`src/rtl/fp16_pkg.sv`:
```
// Shared fp16 format constants, operand/stage types and the operand unpack helper.
package fp16_pkg;

    localparam int unsigned FP_W   = 16;
    localparam int unsigned EXP_W  = 5;
    localparam int unsigned FRAC_W = 10;
    localparam int unsigned BIAS   = 15;
    localparam int unsigned SIG_W  = FRAC_W + 1;
    localparam int unsigned EXT_W  = SIG_W + 3;
    localparam int unsigned LZC_W  = 4;

    localparam logic [FP_W-1:0]  QNAN    = 16'h7E00;
    localparam logic [FP_W-1:0]  POS_INF = 16'h7C00;
    localparam logic [FP_W-1:0]  NEG_INF = 16'hFC00;
    localparam logic [EXP_W-1:0] EXP_MAX = EXP_W'(2 * BIAS + 1);

    typedef struct packed {
        logic             sign;
        logic [EXP_W-1:0] exp;
        logic [SIG_W-1:0] sig;
    } fp16_unpacked_t;

    typedef enum logic [1:0] {
        SPC_NONE,
        SPC_NAN,
        SPC_INF
    } special_e;

    // Subnormals get hidden bit 0 and effective exponent 1.
    function automatic fp16_unpacked_t unpack(input logic [FP_W-1:0] x);
        fp16_unpacked_t u;
        logic           normal;
        normal = (x[FRAC_W +: EXP_W] != '0);
        u.sign = x[FP_W-1];
        u.exp  = normal ? x[FRAC_W +: EXP_W] : EXP_W'(1);
        u.sig  = {normal, x[FRAC_W-1:0]};
        return u;
    endfunction

endpackage

```
`src/rtl/fp16_lzc.sv`:
```
// Leading-zero counter over the stage-1 extended significand; all-zero input yields EXT_W.
module fp16_lzc
    import fp16_pkg::*;
(
    input  logic [EXT_W-1:0] sig_i,
    output logic [LZC_W-1:0] zeros_o
);

    // Scanning upward lets the highest set bit win.
    always_comb begin
        zeros_o = LZC_W'(EXT_W);
        for (int unsigned i = 0; i < EXT_W; i++) begin
            if (sig_i[i]) begin
                zeros_o = LZC_W'(EXT_W - 1 - i);
            end
        end
    end

endmodule

```
`src/rtl/fp16_adder.sv`:
```
// Pipelined binary16 adder, round-to-nearest-even; operands captured on the sampling
// edge, stage 1 aligns and adds, stage 2 normalizes, rounds and packs.
module fp16_adder
    import fp16_pkg::*;
(
    input  logic            clk,
    input  logic            rst,
    input  logic [FP_W-1:0] a,
    input  logic [FP_W-1:0] b,
    output logic [FP_W-1:0] out
);

    localparam int unsigned ALIGN_MAX = SIG_W + 2;
    localparam int unsigned WIDE_W    = SIG_W + 2 + ALIGN_MAX;
    localparam int unsigned EXPX_W    = EXP_W + 1;

    logic [FP_W-1:0]   a_q, b_q;
    logic [EXT_W-1:0]  sum_q, sum_d;
    logic [EXPX_W-1:0] exp_q, exp_d;
    logic              sign_q, sign_d;
    special_e          spc_q, spc_d;
    logic [FP_W-1:0]   out_q, out_d;

    fp16_unpacked_t    op_a, op_b, op_l, op_s;
    logic              a_nan, b_nan, a_inf, b_inf, eff_sub;
    logic [EXP_W-1:0]  exp_diff, shamt;
    logic [WIDE_W-1:0] s_wide;
    logic [EXT_W-1:0]  l_ext, s_ext;
    logic [EXT_W:0]    sum_full;

    logic [LZC_W-1:0]  lz, sh;
    logic [EXPX_W-1:0] room, exp_n, exp_f;
    logic [EXT_W-1:0]  norm;
    logic [SIG_W-1:0]  mant;
    logic [SIG_W:0]    mant_r;
    logic [FRAC_W-1:0] frac;
    logic              round_up;

    // Stage 1: unpack, swap, align, add/sub, classify specials.
    always_comb begin
        op_a  = unpack(a_q);
        op_b  = unpack(b_q);
        a_nan = (a_q[FRAC_W +: EXP_W] == EXP_MAX) && (a_q[FRAC_W-1:0] != '0);
        b_nan = (b_q[FRAC_W +: EXP_W] == EXP_MAX) && (b_q[FRAC_W-1:0] != '0);
        a_inf = (a_q[FRAC_W +: EXP_W] == EXP_MAX) && (a_q[FRAC_W-1:0] == '0);
        b_inf = (b_q[FRAC_W +: EXP_W] == EXP_MAX) && (b_q[FRAC_W-1:0] == '0);

        op_l = op_a;
        op_s = op_b;
        if (b_q[FP_W-2:0] > a_q[FP_W-2:0]) begin
            op_l = op_b;
            op_s = op_a;
        end
        eff_sub = op_l.sign ^ op_s.sign;

        // Beyond ALIGN_MAX the smaller operand only contributes sticky.
        exp_diff = op_l.exp - op_s.exp;
        shamt    = (exp_diff > EXP_W'(ALIGN_MAX)) ? EXP_W'(ALIGN_MAX) : exp_diff;
        s_wide   = {op_s.sig, 2'b00, {ALIGN_MAX{1'b0}}} >> shamt;
        s_ext    = {s_wide[WIDE_W-1 -: SIG_W+2], |s_wide[ALIGN_MAX-1:0]};
        l_ext    = {op_l.sig, 3'b000};

        sum_full = eff_sub ? ({1'b0, l_ext} - {1'b0, s_ext})
                           : ({1'b0, l_ext} + {1'b0, s_ext});

        sum_d = sum_full[EXT_W-1:0];
        exp_d = {1'b0, op_l.exp};
        if (!eff_sub && sum_full[EXT_W]) begin
            sum_d = {sum_full[EXT_W:2], sum_full[1] | sum_full[0]};
            exp_d = {1'b0, op_l.exp} + EXPX_W'(1);
        end

        sign_d = (eff_sub && (sum_full == '0)) ? 1'b0 : op_l.sign;
        spc_d  = SPC_NONE;
        if (a_nan || b_nan || (a_inf && b_inf && (a_q[FP_W-1] != b_q[FP_W-1]))) begin
            spc_d = SPC_NAN;
        end else if (a_inf) begin
            spc_d  = SPC_INF;
            sign_d = a_q[FP_W-1];
        end else if (b_inf) begin
            spc_d  = SPC_INF;
            sign_d = b_q[FP_W-1];
        end
    end

    fp16_lzc u_lzc (
        .sig_i   (sum_q),
        .zeros_o (lz)
    );

    // Stage 2: normalize (clamped at exponent 1), round to nearest even, pack.
    always_comb begin
        room = exp_q - EXPX_W'(1);
        sh   = lz;
        if (EXPX_W'(lz) > room) begin
            sh = LZC_W'(room);
        end
        norm     = sum_q << sh;
        exp_n    = exp_q - EXPX_W'(sh);
        mant     = norm[EXT_W-1 -: SIG_W];
        round_up = norm[2] & (norm[1] | norm[0] | mant[0]);
        mant_r   = {1'b0, mant} + {{SIG_W{1'b0}}, round_up};

        if (mant_r[SIG_W]) begin
            exp_f = exp_n + EXPX_W'(1);
            frac  = mant_r[FRAC_W:1];
        end else begin
            exp_f = mant_r[FRAC_W] ? exp_n : '0;
            frac  = mant_r[FRAC_W-1:0];
        end

        out_d = {sign_q, exp_f[EXP_W-1:0], frac};
        if (exp_f >= {1'b0, EXP_MAX}) begin
            out_d = sign_q ? NEG_INF : POS_INF;
        end
        case (spc_q)
            SPC_NAN: out_d = QNAN;
            SPC_INF: out_d = sign_q ? NEG_INF : POS_INF;
            default: ;
        endcase
    end

    always_ff @(posedge clk or negedge rst) begin
        if (!rst) begin
            a_q    <= '0;
            b_q    <= '0;
            sum_q  <= '0;
            exp_q  <= '0;
            sign_q <= 1'b0;
            spc_q  <= SPC_NONE;
            out_q  <= '0;
        end else begin
            a_q    <= a;
            b_q    <= b;
            sum_q  <= sum_d;
            exp_q  <= exp_d;
            sign_q <= sign_d;
            spc_q  <= spc_d;
            out_q  <= out_d;
        end
    end

    assign out = out_q;

endmodule

```
`config.mk`:
```
export PLATFORM = sky130hd
export DESIGN_NAME = fp16_adder
export DESIGN_NICKNAME = d
export VERILOG_FILES = /design/src/rtl/fp16_pkg.sv /design/src/rtl/fp16_lzc.sv /design/src/rtl/fp16_adder.sv
export SDC_FILE = /design/constraint.sdc
export NUM_CORES = 1
export LEC_CHECK = 0
export ABC_AREA = 0
export CAP_MARGIN = 20
export CORE_MARGIN = 2
export CORE_UTILIZATION = 61
export CTS_CLUSTER_SIZE = 24
export DETAILED_ROUTE_END_ITERATION = 10
export GPL_ROUTABILITY_DRIVEN = 0
export PLACE_DENSITY = 0.82
export REMOVE_ABC_BUFFERS = 1
export SLEW_MARGIN = 20
export SYNTH_ARGS = -nofsm -noshare
export SYNTH_HDL_FRONTEND = slang
export SYNTH_SLANG_ARGS = --single-unit
```
`constraint.sdc`:
```
create_clock -name clk -period 11.5 [get_ports clk]
set_input_delay 2.875 -clock clk [delete_from_list [all_inputs] [get_ports clk]]
set_output_delay 2.875 -clock clk [all_outputs]
set_load 0.02 [all_outputs]
```
==> impl_metrics.toml, run 1 <==
[logic_synthesis]
synth_compound_area_share_pct = 26.9
synthAdderAreaFrac_pct = 10.3
ys_seq_elements = 71
synthCells = 891
yosysWarnings = 0
ys_seq_area_share_pct = 24.8
synth.avg_cell_area_um2 = 8.05
synth_top_family_by_area = "compound AO/OA/AOI/OAI gates"
ys.flop_type = "dfrtp_1"
synthMuxAreaShare_pct = 6.84
synth_edf_count = 0
ys_types = 89
synth_area_mm2 = 0.00717
async_reset_ff_share_pct = 100
synth-simple-area-share_pct = 21.6
synthXorXnorAreaFrac_pct = 4.03

[critical_path]
startpoint_type = "flip-flop"
crit_path_start = "a_q[6]"
crit_family = "compound AO/OA/AOI/OAI gates"
worstPathRequired_ns = 11.71
timing.critical_path.buf_inv = 5
worstReg2RegStart = "a_q[6]"
cp_max_fo = 48
crit_path_max_incr_delay_ns = 0.56
worst_path_max_delay_cell = "a21boi_2"
worst-setup-path-type = "flip-flop to flip-flop"
crit_top_cell = "a21oi_1"
critPathCaptureType = "flip-flop"
arrival_ns = 8.93

[detailed_routing]
routed_wl_mm = 18.6
antenna_left = 0
drt_first_pass_iters = 6
post-route-drc-count = 0
drt_iter0_markers = 731
wl_per_cell_um = 17.3
vias_per_cell = 6.50
vias = 6997

[floorplan]
rows = 39
io_pins = 50
die_w_um = 112
die-area_mm2 = 0.0126
die_h_um = 112
core-area_mm2 = 0.0115
initial_utilization_pct = 62.5

[place]
dp_hpwl_mm = 14.5
placed_area_mm2 = 0.00778
port_buffers = 49

[timing]
whs_ns = 0.503
finalCritPeriodShare_pct = 75.8
min_period_ns = 8.72
hold_violations = 0
relSlewSlack_pct = 37.4
rsz0062_at_grt = "no"
worst_pin_slew_ns = 0.931
final.setup.tns_ns = 0
slew_viol_final = 0
clock.fmax_ghz = 0.115
setup_violations = 0
finClkSkew_ns = 0.0111

[layout]
nets = 1021
final_common_cell = "nor2_1"
area_growth_pct = 12.5
fin_area_mm2 = 0.00807
final_cell_mix = "nor2_1 (91), inv_1 (71), dfrtp_1 (71), a21oi_1 (68), nand2_1 (59)"
insertedDiodeCount = 0
layout-drive-gt1-share_pct = 7.92

[global_route]
antenna_found_initial = 0
grt_overflow_total = 0
grt.total_usage_pct = 29.6
grt_max_degree = 72
grt_pass1_wl_mm = 30.7
grt_pass1_vias = 6520

[pwr]
p_leak_uw = 0.00354
irDropWorstVdd_v = 0.000227
powerDensity_mw_per_mm2 = 262

[worst_hold_path]
hp-class = "flip-flop to flip-flop"
hp-start = "sign_q"

[clocking]
cts_tree = "built"
cts_buffers = 9
holdBufCountCts = 0
cts_setup_buffers = 0
htreeDepth = 3
cts_buffer_depth = 2
clkSinkCount = 71
cts_resized = 0
clkTransAtPathRegs_ns = 0.06
clk_latency_ns = 0.34
clockRootBuffer = "clkbuf_16"

[run_status]
status = "finished clean"

[job]
drv_cap = 0
final timing paths:
kind	slack, ns	cells past startpoint	to
setup / recovery	2.78	40	sign_q
hold / removal	0.50	1	out[15]
max in group asynchronous	8.22	2	a_q[1]
setup reg to reg	2.78	40	sign_q
hold reg to reg	0.50	1	out[15]
min in group asynchronous	2.72	2	out[1]
flip-flops by register name, indices dropped and copies added (netlist names):
signal  flops
a_q        16
b_q        16
out        16
sum_q      14
exp_q       6
spc_q       2
sign_q      1
cells in the mapped netlist, types with 5 or more instances:
cell,n,area (um2)
nand4_1,16,100
dfrtp_1,71,1780
o31ai_1,11,82.6
a21o_1,12,90.1
o21a_1,11,82.6
nand2_1,59,221
mux2i_1,35,350
a21oi_1,69,345
or3_1,6,37.5
nand2b_1,12,75.1
and3_1,7,43.8
o21bai_1,12,90.1
o22ai_1,7,43.8
nor3_1,25,125
a221oi_1,7,61.3
mux2_2,8,90.1
xnor2_1,20,175
a22oi_1,5,37.5
nand3_1,28,140
o211ai_1,11,82.6
ha_1,55,688
nor4_1,8,50.1
clkbuf_1,20,75.1
xor2_1,13,114
buf_2,6,30.0
inv_1,71,267
and2_1,10,62.6
nor2_1,91,342
a211oi_1,12,90.1
nor2b_1,9,56.3
o21ai_0,45,225
o21ai_1,6,30.0
a31oi_1,14,87.6
report_power, final:
part / leakage, uW / total [uW] / internal, uW / switching (uW)
sequential: 0.000842 / 370 / 319 / 51.4
combinational: 0.00256 / 1470 / 583 / 890
clock: 0.000139 / 274 / 167 / 107
total: 0.00354 / 2120 / 1070 / 1050
final cells by class:
type / instances / area [um2]
sequential: 71 / 1780
clock buffer: 10 / 229
timing repair buffer: 57 / 546
clock inverter: 5 / 60.1
inverter: 73 / 274
multi-input combinational: 718 / 5010
fill: 899 / 3400
tap: 143 / 179
cell families after synthesis:
family | Yosys count
compound gates | 280
mux | 46
fa+ha+maj | 58
xor+xnor | 33
flops | 71
buf+inv | 102
simple gates | 301
metal layers:
layer	vias up	share of wire [%]	global-route usage, %	wire (um)
li1	3374	-	-	-
met1	3267	42	37.8	7890
met2	312	48	50.0	8910
met3	44	6.7	4.75	1250
met4	0	2.9	12.3	530
met5	-	0	0	0
worst register-to-register path, delay by kind of cell (launching register included):
kind            cells  cell delay (ns)
compound gates     21             4.17
fa+ha+maj           4             1.30
buf+inv             5             0.80
flops               1             0.36
mux                 1             0.37
simple gates        9             1.58
metrics by stage:
stage               power (uW)  std cells  setup WS [ns]  util (%)
floorplan                 1470        862           2.18         -
global placement          1800       1062           3.21      67.9
detailed placement        1810       1062           2.93      67.9
CTS                       2100       1077           2.86      70.4
global route              2300       1077           2.08      70.4
finish                    2120       1077           2.78      70.4
Power figures use the tool's default switching activity.
==> run 2, diff against run 1 <==
- clock period: 11.5 -> 8.2 ns (I/O delays scaled with it)
==> run 2 against run 1 <==
Effect of this change: clock skew decreased by 0.0032 ns; die area unchanged; first-iteration DRC count is 14% lower; sequential cell count did not move; wire length up 3.7%; maximum frequency increased by 12%; largest cell class unchanged.
==> impl_metrics.toml, run 2 (synthesis results as in run 1) <==
[worst_hold_path]
hp-start = "sign_q"
worstHoldEndpoint = "out[15]"
min_path_cells = 1
hp-class = "flip-flop to flip-flop"

[clocking]
cts_tree = "built"
clockRootBuffer = "clkbuf_16"
holdBufCountCts = 0
htreeDepth = 3
clk_latency_ns = 0.35
cts_buffers = 9
clkSinkCount = 71
clkTransAtPathRegs_ns = 0.06
cts_buffer_depth = 2

[floorplan]
die-area_mm2 = 0.0126
rows = 39
die_w_um = 112
core-area_mm2 = 0.0115
initial_utilization_pct = 62.5
die_h_um = 112
io_pins = 50

[layout]
seqCellArea_mm2 = 0.00178
final_cell_mix = "nor2_1 (89), inv_1 (71), dfrtp_1 (70), a21oi_1 (66), nand2_1 (58)"
area_growth_pct = 16.5
nets = 1040
insertedDiodeCount = 0
final_common_cell = "nor2_1"
multi_input_area_mm2 = 0.00511
layout-drive-gt1-share_pct = 11.5
fillers = 871

[detailed_routing]
post-route-drc-count = 0
wl_per_cell_um = 17.6
vias = 7127
drt_first_pass_iters = 5
vias_per_cell = 6.50
routed_wl_mm = 19.3
drt_iter0_markers = 632
antenna_left = 0

[pwr]
power_uw = 3080
powerDensity_mw_per_mm2 = 369
p_leak_uw = 0.00367
irDropWorstVdd_v = 0.000299

[global_route]
grt_pass1_vias = 6678
grt_overflow_total = 0
grt_pass1_wl_mm = 31.2
grt.total_usage_pct = 30.0
antenna_found_initial = 0
grt_max_degree = 72

[timing]
finClkSkew_ns = 0.00792
slew_viol_final = 0
min_period_ns = 7.79
setup_violations = 0
relSlewSlack_pct = 40.1
hold_violations = 0
clock.fmax_ghz = 0.128
worst_pin_slew_ns = 0.890
final.setup.tns_ns = 0
finalCritPeriodShare_pct = 95.0

[critical_path]
startpoint_type = "flip-flop"
ff2ff_path_depth = 35
critPathCaptureType = "flip-flop"
arrival_ns = 8.01
worst-setup-path-type = "flip-flop to flip-flop"
regToRegSetupSlack_ns = 0.41
worst_path_max_delay_cell = "fa_1"
worstReg2RegStart = "a_q[12]"
crit_path_max_incr_delay_ns = 0.47
cp_max_fo = 10
crit_top_cell = "a21oi_1"
regToRegEndpoint = "sign_q"
worstPathRequired_ns = 8.42

[job]
drv_cap = 0

[run_status]
status = "finished clean"

[place]
dp_hpwl_mm = 14.6
port_buffers = 49
-- run 2: where the power goes --
group | internal (uW) | total, uW | leakage [uW] | switching (uW)
Combinational | 852 | 2140 | 0.00267 | 1290
Clock | 268 | 420 | 0.000157 | 152
Sequential | 448 | 523 | 0.000841 | 75.1
-- run 2: cell type report --
class,count,area share (%)
sequential,71,21.3
tap,143,2.14
multi-input combinational,718,61.2
inverter,73,3.28
timing repair buffer,76,8.24
clock buffer,10,2.74
clock inverter,6,1.14
-- run 2: metrics by stage --
step                std cells  area (um2)  util [%]  worst slack [ns]  hold WS [ns]
floorplan                 862        7050         -             -1.12         0.433
global placement         1068        7830      68.2             0.530         0.489
detailed placement       1068        7830      68.2             0.222         0.468
CTS                      1084        8150      71.1             0.108         0.489
global route             1097        8350      72.8            -0.107         0.505
finish                   1097        8350      72.8             0.409         0.495
-- run 2: per-layer routing --
layer | vias to the layer above | part of all wire, % | GRT usage [%]
li1 | 3398 | - | -
met1 | 3276 | 40 | 38.1
met2 | 378 | 49 | 50.3
met3 | 75 | 8.4 | 5.62
met4 | 0 | 3.3 | 13.1
met5 | - | 0 | 0
-- run 2: worst max-delay path by stage --
stage,start,to,slack [ns],depth (start not counted)
final,a_q[12],sign_q,0.41,35
after global routing,a_q[12],sign_q,-0.11,41
after CTS,a_q[6],sign_q,0.11,39
after detailed placement,a_q[6],sign_q,0.22,39
after global placement,b_q[6],sign_q,0.53,38
after floorplan,b_q[6],exp_q[5],-1.12,32
-- run 2: what timing repair did --
action                                  in CTS  in global routing
hold endpoints to repair                     0                  0
resized for setup                            0                 22
setup buffers                                0                 13
endpoints found under the setup margin       0                 21
-- run 2: worst max-delay path: cells and delay by family (launching register included) --
kind	cells	cell delay [ns]
AO/OA/AOI/OAI	19	3.49
AND/OR/NAND/NOR	10	2.21
adder cells (fa/ha/maj)	3	1.21
flip-flops	1	0.39
buffers and inverters	3	0.38
